## src/rtl/mem_pager_regs.sv

```systemverilog
// mem_pager_regs: Z80 I/O-port register block feeding the memory mapper.
// Synchronises the Z80 bus into clk, decodes one I/O access per Z80 cycle,
// and holds the MPAG (00h), MPAGEX (10h) and GSCFG0 (0Fh) registers plus
// the derived page/mode outputs.
// Ports:
//   clk, rst          - FPGA clock (>= 4x Z80 clock), sync active-high reset
//   a, din            - Z80 address low byte and data bus (asynchronous)
//   iorq_n, rd_n,
//   wr_n, m1_n        - Z80 bus control (asynchronous, active low)
//   dout, dout_en     - readback data and Z80 data-bus drive enable
//   mode_pg0/pg1      - pages for $8000-$BFFF / $C000-$FFFF
//   mode_ramro        - RAM pages 0/1 read-only
//   mode_norom        - RAM mapped in place of ROM
module mem_pager_regs (
    input  logic       clk,
    input  logic       rst,
    input  logic [7:0] a,
    input  logic [7:0] din,
    input  logic       iorq_n,
    input  logic       rd_n,
    input  logic       wr_n,
    input  logic       m1_n,
    output logic [7:0] dout,
    output logic       dout_en,
    output logic [6:0] mode_pg0,
    output logic [6:0] mode_pg1,
    output logic       mode_ramro,
    output logic       mode_norom
);

    localparam int unsigned DW  = 8;
    localparam int unsigned PGW = 7;
    localparam int unsigned CW  = 4;

    localparam logic [DW-1:0] PORT_MPAG   = 8'h00;
    localparam logic [DW-1:0] PORT_MPAGEX = 8'h10;
    localparam logic [DW-1:0] PORT_GSCFG0 = 8'h0F;

    // Control vector order: {iorq_n, rd_n, wr_n, m1_n}; idle is all ones.
    localparam logic [CW-1:0] CTL_IDLE = 4'b1111;

    typedef enum logic [1:0] {
        ST_IDLE     = 2'd0,
        ST_WRITE    = 2'd1,
        ST_READ     = 2'd2,
        ST_WAIT_END = 2'd3
    } state_e;

    state_e          state_q;
    logic [CW-1:0]   ctl_s1_q, ctl_s2_q;
    logic [DW-1:0]   a_s1_q, a_s2_q;
    logic [DW-1:0]   d_s1_q, d_s2_q;
    logic [DW-1:0]   mpag_q, mpagex_q, gscfg0_q;
    logic [PGW-1:0]  pg0_q, pg1_q;
    logic [DW-1:0]   dout_q;
    logic            dout_en_q;

    // Decode of the synchronised bus (s2 stage only).
    logic            iorq_s2, rd_s2, wr_s2, m1_s2;
    logic            io_cycle, wr_req, rd_req, bad_req;
    logic            expag;
    logic            rd_hit;
    logic [DW-1:0]   rd_data;

    assign iorq_s2  = ctl_s2_q[3];
    assign rd_s2    = ctl_s2_q[2];
    assign wr_s2    = ctl_s2_q[1];
    assign m1_s2    = ctl_s2_q[0];

    // m1 low with iorq low is an interrupt acknowledge, not a port access.
    assign io_cycle = !iorq_s2 && m1_s2;
    assign wr_req   = io_cycle && !wr_s2 &&  rd_s2;
    assign rd_req   = io_cycle && !rd_s2 &&  wr_s2;
    assign bad_req  = io_cycle && !rd_s2 && !wr_s2;
    assign expag    = gscfg0_q[3];

    // Readback mux for the decoded port.
    always_comb begin
        rd_hit  = 1'b1;
        rd_data = '0;
        case (a_s2_q)
            PORT_MPAG:   rd_data = mpag_q;
            PORT_MPAGEX: rd_data = mpagex_q;
            PORT_GSCFG0: rd_data = gscfg0_q;
            default:     rd_hit  = 1'b0;
        endcase
    end

    // Two-flop synchroniser for control, address and data.
    always_ff @(posedge clk) begin
        if (rst) begin
            ctl_s1_q <= CTL_IDLE;
            ctl_s2_q <= CTL_IDLE;
            a_s1_q   <= '0;
            a_s2_q   <= '0;
            d_s1_q   <= '0;
            d_s2_q   <= '0;
        end else begin
            ctl_s1_q <= {iorq_n, rd_n, wr_n, m1_n};
            ctl_s2_q <= ctl_s1_q;
            a_s1_q   <= a;
            a_s2_q   <= a_s1_q;
            d_s1_q   <= din;
            d_s2_q   <= d_s1_q;
        end
    end

    // Access FSM. The register commit / readback load happens on the edge
    // that enters WRITE / READ, giving the E3 output latency; the FSM then
    // parks in WAIT_END so a long Z80 cycle commits only once.
    always_ff @(posedge clk) begin
        if (rst) begin
            state_q   <= ST_IDLE;
            mpag_q    <= '0;
            mpagex_q  <= '0;
            gscfg0_q  <= '0;
            pg0_q     <= 7'd0;
            pg1_q     <= 7'd1;
            dout_q    <= '0;
            dout_en_q <= 1'b0;
        end else begin
            case (state_q)
                ST_IDLE: begin
                    if (wr_req) begin
                        state_q <= ST_WRITE;
                        case (a_s2_q)
                            PORT_MPAG: begin
                                mpag_q <= d_s2_q;
                                if (expag) begin
                                    pg0_q <= d_s2_q[6:0];
                                end else begin
                                    pg0_q <= {d_s2_q[5:0], 1'b0};
                                    pg1_q <= {d_s2_q[5:0], 1'b1};
                                end
                            end
                            PORT_MPAGEX: begin
                                mpagex_q <= d_s2_q;
                                if (expag) begin
                                    pg1_q <= d_s2_q[6:0];
                                end
                            end
                            PORT_GSCFG0: gscfg0_q <= d_s2_q;
                            default: ;
                        endcase
                    end else if (rd_req) begin
                        state_q <= ST_READ;
                        if (rd_hit) begin
                            dout_q    <= rd_data;
                            dout_en_q <= 1'b1;
                        end
                    end else if (bad_req) begin
                        state_q <= ST_WAIT_END;
                    end
                end
                ST_WRITE: state_q <= ST_WAIT_END;
                ST_READ:  state_q <= ST_WAIT_END;
                ST_WAIT_END: begin
                    if (iorq_s2) begin
                        state_q   <= ST_IDLE;
                        dout_en_q <= 1'b0;
                    end
                end
                default: state_q <= ST_IDLE;
            endcase
        end
    end

    assign dout       = dout_q;
    assign dout_en    = dout_en_q;
    assign mode_pg0   = pg0_q;
    assign mode_pg1   = pg1_q;
    assign mode_norom = gscfg0_q[0];
    assign mode_ramro = gscfg0_q[1];

endmodule
```

## config.mk

```make
export PLATFORM = sky130hd
export DESIGN_NAME = mem_pager_regs
export DESIGN_NICKNAME = d
export VERILOG_FILES = /design/src/rtl/mem_pager_regs.sv
export SDC_FILE = /design/constraint.sdc
export NUM_CORES = 1
export LEC_CHECK = 0
export ABC_AREA = 1
export CAP_MARGIN = 25
export CORE_MARGIN = 2
export CORE_UTILIZATION = 43
export CTS_CLUSTER_SIZE = 25
export DETAILED_ROUTE_END_ITERATION = 10
export PLACE_DENSITY = 0.64
export RECOVER_POWER = 100
export SLEW_MARGIN = 20
export SYNTH_ARGS = -nofsm -noshare
export SYNTH_HDL_FRONTEND = slang
export SYNTH_SLANG_ARGS = --single-unit
```

## constraint.sdc

```tcl
create_clock -name clk -period 1.51 [get_ports clk]
set_clock_uncertainty 0.05 [all_clocks]
set_input_delay 0.302 -clock clk [delete_from_list [all_inputs] [get_ports clk]]
set_output_delay 0.302 -clock clk [all_outputs]
set_load 0.05 [all_outputs]
```

Yosys cells after proc, flatten, opt, wreduce, memory -nomap -nowiden
Cells that the tools add are included.
W data, S select, Z words.
- input port bits: 22
- register bits after elaboration: 89
- output and inout bits: 25
- word-level logic and storage cells: 65
- mux-type cells: 16
- bitwise gates (word level): 1
- reductions and logical operators: 22
- eq/ne operators: 12
- operators by type and width (operator ; number):
    $pmux W8 S3 ; 1
    $mux W7 ; 3
    $pmux W7 S2 ; 1
    $ne A2 B2 Y1 const B ; 6
    $reduce_and A5 Y1 ; 2
    $reduce_and A3 Y1 ; 3
    $eq A8 B4 Y1 const B ; 1
    $eq A8 B5 Y1 const B ; 1
    $logic_not A8 Y1 ; 1
    $mux W2 ; 4
    $logic_and A1 B1 Y1 ; 6
    $pmux W2 S3 ; 1
    $mux W1 ; 5
    $eq A2 B2 Y1 const B ; 2
    $ne A4 B4 Y1 const B ; 1
    $reduce_and A4 Y1 ; 1
    $reduce_bool A2 Y1 ; 2
    $logic_not A1 Y1 ; 3
    $reduce_or A3 Y1 ; 1
    $eq A2 B1 Y1 const B ; 1
    $logic_not A2 Y1 ; 1
    $pmux W1 S2 ; 1
    $reduce_and A2 Y1 ; 1
    $reduce_or A2 Y1 ; 1
    $not A1 Y1 ; 1

Longest topological paths before layout
Gate-level depths: netlist of the first run.
- depth after elaboration: 8
- gate-level depth with buffers: 11
- gate-level depth less buffers: 10

Least setup slack after synthesis of the first run
OpenSTA, ideal clock, no wires.
- path kind: flip-flop to flip-flop
- from: reg state_q[0]
- to: reg dout_q[3], in the netlist dout[3]
- cell stages (with the launch flop): 9
- setup time: 115 ps
- required time: 1345 ps
- arrival: 1311 ps
- path buffers: 1
- setup slack: 35 ps
- clock period less this slack: 1475 ps
- cell sequence: dfxtp_1 > inv_1 > ha_1 > inv_1 > nor3_2 > nand2_4 > buf_6 > nor3_2 > nor2_1
- cells in the longest elaborated chain, start to end: 2
- ends and longest elaborated chain (item ; RTL line ; source):
    start, declared ; 49 ; state_e state_q;
    start signal, assigned ; 113 ; state_q <= ST_IDLE;
    start signal, assigned ; 125 ; state_q <= ST_WRITE;
    start signal, assigned ; 146 ; state_q <= ST_READ;
    $logic_not A2 Y1 ; 122 ; case (state_q)
    $reduce_and A4 Y1 (no source line) ; n/a ;
    end signal, assigned ; 148 ; dout_q <= rd_data;
    end, declared ; 55 ; logic [DW-1:0] dout_q;
No other way between the ends.
A chain may end at the register's enable or synchronous reset.

Final worst setup path of the first run
- from: reg ctl_s2_q[3]
- to: reg gscfg0_q[4]
- cells in the longest elaborated chain, start to end: 5
- ends and longest elaborated chain (item ; RTL line ; source):
    start, declared ; 50 ; logic [CW-1:0] ctl_s1_q, ctl_s2_q;
    start signal, assigned ; 100 ; ctl_s2_q <= ctl_s1_q;
    $logic_not A1 Y1 ; 71 ; assign io_cycle = !iorq_s2 && m1_s2;
    $logic_and A1 B1 Y1 ; 71 ;
    $logic_and A1 B1 Y1 (2 in series) ; 72 ; assign wr_req = io_cycle && !wr_s2 && rd_s2;
    $reduce_and A3 Y1 (no source line) ; n/a ;
    end signal, assigned ; 142 ; PORT_GSCFG0: gscfg0_q <= d_s2_q;
    end, declared ; 53 ; logic [DW-1:0] mpag_q, mpagex_q, gscfg0_q;
No other way between the ends.

==> results_dict.tcl, run 1 <==
set metrics [dict create \
    outcome "finished with violations" \
    violations "setup timing" \
    place_hpwl_um 5080 \
    vias 2956 \
    syn-mean-instance-area_um2 7.61 \
    rsz0062_at_grt "true" \
    crit_fanout 12 \
    rows 33 \
    p_leak_nw 2.11 \
    grt.overflow.total 0 \
    synthMuxAreaShare_pct 0 \
    synth_area_mm2 0.00354 \
    min_path_type "reg2reg" \
    hold_violations 0 \
    final_cell_mix "85 x dfxtp_1, 77 x nor2_1, 69 x nand2_1, 68 x inv_1, 30 x o21ai_0" \
    slew_headroom_pct 50.0 \
    antenna_left 0 \
    final.period_utilization_pct 101 \
    setup_violations 3 \
    grt_max_degree 43 \
    dieHeight_um 94.7 \
    final_core_util_pct 57.0 \
    track_usage_pct 17.1 \
    core_mm2 0.00809 \
    synth_nets 490 \
    synth_top_area_cell "dfxtp_1" \
    synth_top_family_by_area "simple AND/OR/NAND/NOR gates" \
    period_needed_ns 1.52 \
    syn_to_final_growth_pct 30.4 \
    yosysUniqueCellTypes 26 \
    r2r_setup_slack_ns -0.008 \
    synth.top_cell.area_share_pct 50.4 \
    vdd_ir_drop_max_uv 636 \
    grt_pass1_vias 2636 \
    synthCells 465 \
    fmax_mhz 659 \
    wl_um 7830 \
    cpPeakStageDelay_ns 0.33 \
    rr_startpoint "ctl_s2_q[3]$_SDFF_PP1_" \
    portBuffers 46 \
    tightest_slew_ns 0.750 \
    cp-start-kind "flip-flop" \
    synthSimpleGateAreaFrac_pct 26.3 \
    synth_compound_area_share_pct 10.9 \
    slowest_stage "dfxtp_1" \
    ys_top_cells_by_area "dfxtp_1 50%, nor2_1 8.4%, inv_1 7.9%, nand2_1 7.5%, o21ai_0 6.2%" \
    antenna_found_initial 0 \
    critPathTopFamily "simple AND/OR/NAND/NOR gates" \
    drt-initial-drc-count 173 \
    drv_slew 0 \
    clk_latency_ns 0.35 \
    ys_seq_area_share_pct 50.4 \
    die_w_um 94.7 \
    num-nets-final 564 \
    maxCapViolCount 0 \
    h-tree-depth 3 \
    root_buffer "clkbuf_8" \
    globalplace.congestion 0.865 \
    drive_above_1_share_pct 24.1 \
    yosys_warnings 0 \
    drc 0 \
    ctsLongestPathBuffers 2 \
    vias_per_cell 4.55 \
    ios 47 \
    cts_tree "built" \
    crit_start "ctl_s2_q[3]$_SDFF_PP1_" \
    crit_buf_inv 3 \
    yosys.area_share.adder_pct 1.06 \
    diodes 0 \
    setup_slack_ns -0.00850 \
    die_area_mm2 0.00897 \
    synthXorXnorAreaFrac_pct 0 \
    clk_pin_slew_ns 0.09 \
    wl_per_cell_um 12.1 \
    ys_ff_latch 89 \
    cts-hold-fix-buffers 0 \
    start_util_pct 43.7 \
    fillCellCount 764 \
    critPathRequiredTime_ns 1.74 \
    powerDensity_mw_per_mm2 1140 \
    cts.sinks 89 \
    crit_path_end_kind "flip-flop" \
    worstPathArrival_ns 1.75 \
    crit_path_cell_trace "inv_2, nand3_4, nor2_4, nand2_4, buf_12, nor2_4, buf_12, o21ai_1, a21oi_1" \
    firstDrtPassIters 4 \
    final_common_cell "dfxtp_1" \
    power_mw 5.27 \
    grt_pass1_wl_um 12000 \
    hp-start "a_s1_q[2]$_SDFF_PP0_" \
    crit_type "reg2reg" \
    cts_made_buffers 9 \
]
## where the power goes
| group | switching, mW | internal (mW) | leakage [nW] |
|---|---|---|---|
| clock | 0.862 | 1.28 | 0.135 |
| sequential | 0.0419 | 2.43 | 0.727 |
| combinational | 0.369 | 0.288 | 1.25 |
| total | 1.27 | 4.00 | 2.11 |
## final cells by class
type | count | area (um^2) | area share [%]
Clock buffer | 9 | 124 | 2.69
Inverter | 82 | 312 | 6.76
Timing Repair Buffer | 77 | 639 | 13.9
Multi-Input combinational cell | 280 | 1470 | 31.9
Tap cell | 105 | 131 | 2.85
Clock inverter | 7 | 146 | 3.17
Sequential cell | 89 | 1790 | 38.7
## layer usage
| layer | share of wire, % | wire length (um) | GRT usage (%) |
|---|---|---|---|
| met1 | 46 | 3570 | 22.9 |
| met2 | 49 | 3850 | 27.7 |
| met4 | 1.1 | 90 | 6.88 |
| met3 | 4.0 | 316 | 2.63 |
| met5 | 0 | 0 | 0 |
## worst register-to-register path, cell delays in order, from the launching register on
cell and delay, ns:
dfxtp_1 0.33, inv_2 0.08, nand3_4 0.08, nor2_4 0.15
nand2_4 0.11, buf_12 0.14, nor2_4 0.16, buf_12 0.15
o21ai_1 0.07, a21oi_1 0.12
## registers in the layout, summed over array words and instances (netlist names)
name      count
mpag_q        8
ctl_s2_q      4
d_s1_q        8
a_s1_q        8
dout          8
state_q       2
mode_pg1      7
a_s2_q        8
mode_pg0      7
mpagex_q      8
gscfg0_q      8
ctl_s1_q      4
dout_en       1
d_s2_q        8
## through the flow
| step | cells | cell area (um^2) | TNS [ns] | worst slack [ns] | hold slack (ns) |
|---|---|---|---|---|---|
| after floorplan | 465 | 3540 | 0 | 0.0346 | 0.338 |
| after global placement | 618 | 4450 | -0.00187 | -0.00187 | 0.339 |
| after detailed placement | 618 | 4450 | -0.0604 | -0.0546 | 0.342 |
| after CTS | 634 | 4730 | -0.00410 | -0.00410 | 0.355 |
| after global routing | 649 | 4610 | -1.15 | -0.0856 | 0.368 |
| final | 649 | 4610 | -0.0145 | -0.00850 | 0.348 |
## final timing paths
kind                                            endpoint  cells past startpoint
worst min-delay path                a_s2_q[2]$_SDFF_PP0_                      2
worst min register to register      a_s2_q[2]$_SDFF_PP0_                      2
worst max register to register  gscfg0_q[4]$_SDFFE_PP0P_                      9
worst max-delay path            gscfg0_q[4]$_SDFFE_PP0P_                      9
## synthesized netlist by cell type, drive strengths merged
master	instances
a211oi	5
a21oi	24
buf	8
clkbuf	9
clkinv	1
dfxtp	89
ha	3
inv	81
nand2	80
nand3	21
nor2	88
nor3	3
o21ai	45
or2	8
## timing repair
| action | CTS | global route |
|---|---|---|
| setup buffers | 0 | 11 |
| gates cloned | 0 | 4 |
| gates resized for setup | 2 | 52 |
| endpoints found under the setup margin | 4 | 42 |
| pin swaps | 1 | 16 |
## cell families (layout without fill, tap and decap cells)
kind of cell,Yosys count,after routing
DFF,89,89
and+or+nand+nor,200,203
adders and majority gates,3,3
AOI/OAI and AO/OA,74,74
buffers and inverters,99,175
Power figures use the tool's default switching activity.
==> run 2: changes to the inputs <==
CORE_UTILIZATION = 40   (was 43)
PLACE_DENSITY = 0.6   (was 0.64)
==> run 2 against run 1 <==
The flow now finishes without violations. Non-clock buffer count decreased by 4. Combinational power decreased by 5.6%. Register-to-register slack improved by 0.03 ns. Routed wire length decreased by 6.4%. Sequential share of layout area increased by 0.77 points. Global-route usage decreased by 1.7 points. Utilization decreased by 4.7 points. Sequential cell count unchanged. Worst setup slack improved by 0.035 ns. Sequential power about the same. Final cell count decreased by 0.31%. Critical endpoint is now mpagex_q[1]$_SDFFE_PP0P_.
==> results_dict.tcl, run 2 (synthesis gave the netlist of run 1 again) <==
set metrics [dict create \
    outcome "completed" \
    clockPowerShare_pct 37.2 \
    globalplace.congestion 0.867 \
    drc 0 \
    period_needed_ns 1.48 \
    crit_path_cell_trace "nand3_4, nor2_4, nand2_4, buf_12, nor2_4, buf_12, nor2_1, a211oi_1" \
    final_common_cell "dfxtp_1" \
    regArea_mm2 0.00179 \
    dieHeight_um 98.0 \
    die_area_mm2 0.00961 \
    hold_depth 2 \
    drt-initial-drc-count 111 \
    p_comb_share_pct 12.6 \
    p_sw_share_pct 25.0 \
    place_hpwl_um 5000 \
    root_buffer "clkbuf_8" \
    clk_latency_ns 0.36 \
    h-tree-depth 3 \
    place_area_mm2 0.00446 \
    ios 47 \
    grt_pass1_wl_um 12000 \
    diodes 0 \
    hold_violations 0 \
    maxCapViolCount 0 \
    vias_per_cell 4.47 \
    tightest_slew_ns 0.425 \
    cpPeakStageDelay_ns 0.39 \
    die_w_um 98.0 \
    rows 34 \
    track_usage_pct 15.4 \
    clk_pin_slew_ns 0.09 \
    wl_um 7330 \
    fillCellCount 852 \
    setup_violations 0 \
    multi_input_area_mm2 0.00146 \
    internal-power_mw 3.68 \
    drv_slew 0 \
    antenna_left 0 \
    core_mm2 0.00864 \
    dp_slack_ns -0.0618 \
    vias 2892 \
    start_util_pct 41.0 \
    rsz0062_at_grt "true" \
    fin_area_mm2 0.00452 \
    firstDrtPassIters 4 \
    min_path_type "reg2reg" \
    r2r_cells 8 \
    slowest_stage "dfxtp_1" \
    cts.sinks 89 \
    syn_to_final_growth_pct 27.8 \
    whs_ns 0.352 \
    crit_path_end_kind "flip-flop" \
    fmax_mhz 674 \
    slew_headroom_pct 71.7 \
    final.period_utilization_pct 98.3 \
    vdd_ir_drop_max_uv 573 \
    p_leak_nw 2.07 \
    critPathRequiredTime_ns 1.73 \
    crit_type "reg2reg" \
    num-nets-final 559 \
    grt_pass1_vias 2690 \
    grt_max_degree 43 \
    wl_per_cell_um 11.3 \
    grt.overflow.total 0 \
    cts_tree "built" \
    cts-hold-fix-buffers 0 \
    seqPwrFrac_pct 50.2 \
    worstPathArrival_ns 1.70 \
    crit_fanout 12 \
    cts_made_buffers 9 \
    ctsLongestPathBuffers 2 \
    portBuffers 46 \
    cp-start-kind "flip-flop" \
    antenna_found_initial 0 \
    powerDensity_mw_per_mm2 1090 \
    setup_slack_ns 0.0261 \
    switchingPower_mw 1.23 \
    final_cell_mix "86 x dfxtp_1, 77 x nor2_1, 71 x inv_1, 69 x nand2_1, 37 x o21ai_0" \
    drive_above_1_share_pct 22.6 \
]
[run 2: cell count changes in the layout (fill, tap and decap cells not counted), sizes merged]
cell and change:
nor2 -1, clkdlybuf4s50 +1, buf -4, bufinv -2
clkinv +2, dlygate4sd3 -1, clkbuf +1, inv -1
[run 2: area by class of cell]
cell class,instances,share of cell area (%)
sequential,89,39.5
clock inverter,6,1.99
inverter,82,6.81
tap,108,2.99
clock buffer,10,3.05
multi-input combinational,279,32.2
timing repair buffer,73,13.4
[run 2: per-layer routing]
| metal | wire length [um] | part of all wire [%] | vias to the layer above | track usage, % |
|---|---|---|---|---|
| met2 | 3400 | 46 | 64 | 24.0 |
| li1 | - | - | 1555 | - |
| met4 | 110 | 1.5 | 0 | 7.69 |
| met1 | 3510 | 48 | 1265 | 20.8 |
| met5 | 0 | 0 | - | 0 |
| met3 | 303 | 4.1 | 8 | 2.65 |
[run 2: worst max-delay path, delay by kind of cell (launching register included)]
kind / cells / cell delay (ns)
AOI/OAI and AO/OA: 1 / 0.19
buffers and inverters: 2 / 0.29
DFF: 1 / 0.39
and+or+nand+nor: 5 / 0.48
[run 2: what timing repair did]
item	4_1_cts	5_1_grt
setup endpoints to repair	12	37
gates cloned	0	2
pin swaps	3	15
setup buffers	0	12
gates resized for setup	4	27
[run 2: power by group through the flow]
stage,Clock [mW],Sequential (mW),Combinational [mW]
3_3_place_gp,0,2.51,0.552
4_1_cts,1.87,2.46,0.584
2_1_floorplan,0,2.52,0.349
6_report,1.82,2.46,0.620
3_5_place_dp,0,2.52,0.565
5_1_grt,1.95,2.47,0.698
[run 2: per-stage QoR]
stage	instances	power, mW	util (%)	TNS, ns
global placement	617	3.07	51.7	0
global route	647	5.12	52.3	-0.602
detailed placement	617	3.08	51.7	-0.0896
finish	647	4.91	52.3	0
floorplan	465	2.87	-	0
CTS	633	4.91	54.5	-0.0000581
[run 2: path summary, 6_finish.rpt]
| path | start | end | slack (ns) |
|---|---|---|---|
| worst max-delay path | ctl_s2_q[0]$_SDFF_PP1_ | mpagex_q[1]$_SDFFE_PP0P_ | 0.03 |
| worst min-delay path | a_s1_q[0]$_SDFF_PP0_ | a_s2_q[0]$_SDFF_PP0_ | 0.35 |
| worst max register to register | ctl_s2_q[0]$_SDFF_PP1_ | mpagex_q[1]$_SDFFE_PP0P_ | 0.03 |
| worst min register to register | a_s1_q[0]$_SDFF_PP0_ | a_s2_q[0]$_SDFF_PP0_ | 0.35 |
==> run 3: changes to the inputs <==
CORE_UTILIZATION = 49   (was 40)
MAX_ROUTING_LAYER = met4   (was unset)
PLACE_DENSITY = 0.72   (was 0.6)
==> run 3 against run 2 <==
Utilization rose by 18 points. Largest cell class unchanged. The flow now finishes with violations (setup timing). Power increased by 1.9%. Via count increased by 13%. Final cell count increased by 0.15%. Critical path depth stayed put. Register-to-register slack worse by 0.10 ns.
==> results_dict.tcl, run 3 (synthesis gave the netlist of run 1 again) <==
set metrics [dict create \
    fin_area_mm2 0.00483 \
    rsz0062_at_grt "true" \
    final_common_cell "dfxtp_1" \
    die_w_um 89.0 \
    tightest_slew_ns 0.528 \
    final.period_utilization_pct 105 \
    multi_input_area_mm2 0.00158 \
    antenna_left 0 \
    drc 0 \
    wl_um 8820 \
    rr_startpoint "a_s2_q[3]$_SDFF_PP0_" \
    fillCellCount 512 \
    hold_violations 0 \
    powerDensity_mw_per_mm2 1040 \
    p_leak_nw 2.17 \
    maxCapViolCount 0 \
    globalplace.congestion 0.864 \
    clk_latency_ns 0.37 \
    vias 3266 \
    r2r_setup_slack_ns -0.07 \
    crit_fanout 7 \
    track_usage_pct 20.5 \
    diodes 0 \
    wl_per_cell_um 13.6 \
    firstDrtPassIters 5 \
    crit_path_end_kind "flip-flop" \
    cts.sinks 89 \
    die_area_mm2 0.00791 \
    whs_ns 0.350 \
    period_needed_ns 1.58 \
    wl_met2_um 4320 \
    rows 30 \
    drive_above_1_share_pct 29.3 \
    grt_pass1_wl_um 12100 \
    ctsLongestPathBuffers 2 \
    grt.overflow.total 0 \
    h-tree-depth 3 \
    grt_max_degree 43 \
    cts_made_buffers 9 \
    antenna_found_initial 0 \
    root_buffer "clkbuf_8" \
    fmax_mhz 631 \
    critPathRequiredTime_ns 1.71 \
    grt_pass1_vias 2737 \
    crit_start "a_s2_q[3]$_SDFF_PP0_" \
    drv_slew 0 \
    num-nets-final 572 \
    portBuffers 46 \
    vdd_ir_drop_max_uv 791 \
    cts_tree "built" \
    setup_violations 8 \
    ios 47 \
    setup_slack_ns -0.0738 \
    routed.top_layer "met4" \
    drt-initial-drc-count 294 \
    violations "setup timing" \
    clk_pin_slew_ns 0.09 \
    worstPathArrival_ns 1.78 \
    dieHeight_um 89.0 \
    place_area_mm2 0.00447 \
    vias_per_cell 5.04 \
    regArea_mm2 0.00179 \
    final_cell_mix "85 x dfxtp_1, 72 x nor2_1, 71 x inv_1, 58 x nand2_1, 32 x o21ai_0" \
    start_util_pct 51.2 \
    cp-start-kind "flip-flop" \
    outcome "finished with violations" \
    place_hpwl_um 4920 \
    core_mm2 0.00691 \
    slew_headroom_pct 64.8 \
    syn_to_final_growth_pct 36.5 \
    crit_type "reg2reg" \
    hp-start "a_s1_q[3]$_SDFF_PP0_" \
    min_path_type "reg2reg" \
    dr_wl_met3_um 584 \
    wl_met1_um 3610 \
]
## run 3: changes by cell type in the layout (fill, tap and decap cells not counted), moves of 3 or more
cell / previous run / this run
buf_6: 0 / 10
nand2_1: 69 / 58
nor2_2: 2 / 7
o21ai_0: 37 / 32
clkbuf_16: 0 / 3
a21oi_1: 24 / 20
a21oi_2: 0 / 4
nor2_1: 77 / 72
o21ai_1: 6 / 9
nand2_2: 7 / 14
## run 3: metal layers
| layer | GRT usage, % | vias up |
|---|---|---|
| met5 | - | - |
| met4 | 9.77 | 0 |
| met3 | 4.43 | 35 |
| met2 | 31.7 | 132 |
| met1 | 25.7 | 1519 |
| li1 | - | 1580 |
## run 3: report_power, final
group	switching, mW	leakage [nW]	internal (mW)
sequential	0.0371	0.726	2.43
clock	0.886	0.111	0.947
combinational	0.406	1.33	0.299
## run 3: through the flow
step                setup slack (ns)  setup TNS (ns)  util [%]  std cells  total power [mW]
floorplan                     0.0346               0         -        465              2.87
global placement              0.0147               0      64.7        609              3.06
detailed placement           -0.0532          -0.143      64.7        609              3.10
CTS                         -0.00544        -0.00953      68.6        628              4.89
global route                  -0.121           -1.97      69.9        648              5.18
finish                       -0.0738          -0.213      69.9        648              5.00
## run 3: layout make-up
| cell class | instances | area share (%) |
|---|---|---|
| Sequential cell | 89 | 37.0 |
| Multi-Input combinational cell | 279 | 32.8 |
| Timing Repair Buffer | 86 | 16.8 |
| Inverter | 82 | 6.37 |
| Clock buffer | 9 | 2.56 |
| Tap cell | 96 | 2.49 |
| Clock inverter | 7 | 2.05 |
## run 3: worst max-delay path, cell delays in order (launching register included)
cell	delay (ns)
dfxtp_2	0.33
inv_2	0.06
nand2_2	0.06
nor2_4	0.18
nand2_4	0.10
inv_1	0.21
nand2_1	0.15
o21ai_0	0.25
a21oi_1	0.08
## run 3: path summary, 6_finish.rpt
path	cells after the start	endpoint
max	8	mpagex_q[0]$_SDFFE_PP0P_
min	2	a_s2_q[3]$_SDFF_PP0_
max reg2reg	8	mpagex_q[0]$_SDFFE_PP0P_
min reg2reg	2	a_s2_q[3]$_SDFF_PP0_
## run 3: what timing repair did
action,CTS,global route
hold buffers,0,0
buffers inserted,3,14
gates resized for setup,6,71
pin swaps,4,26
endpoints found under the setup margin,16,47
cloned,0,6
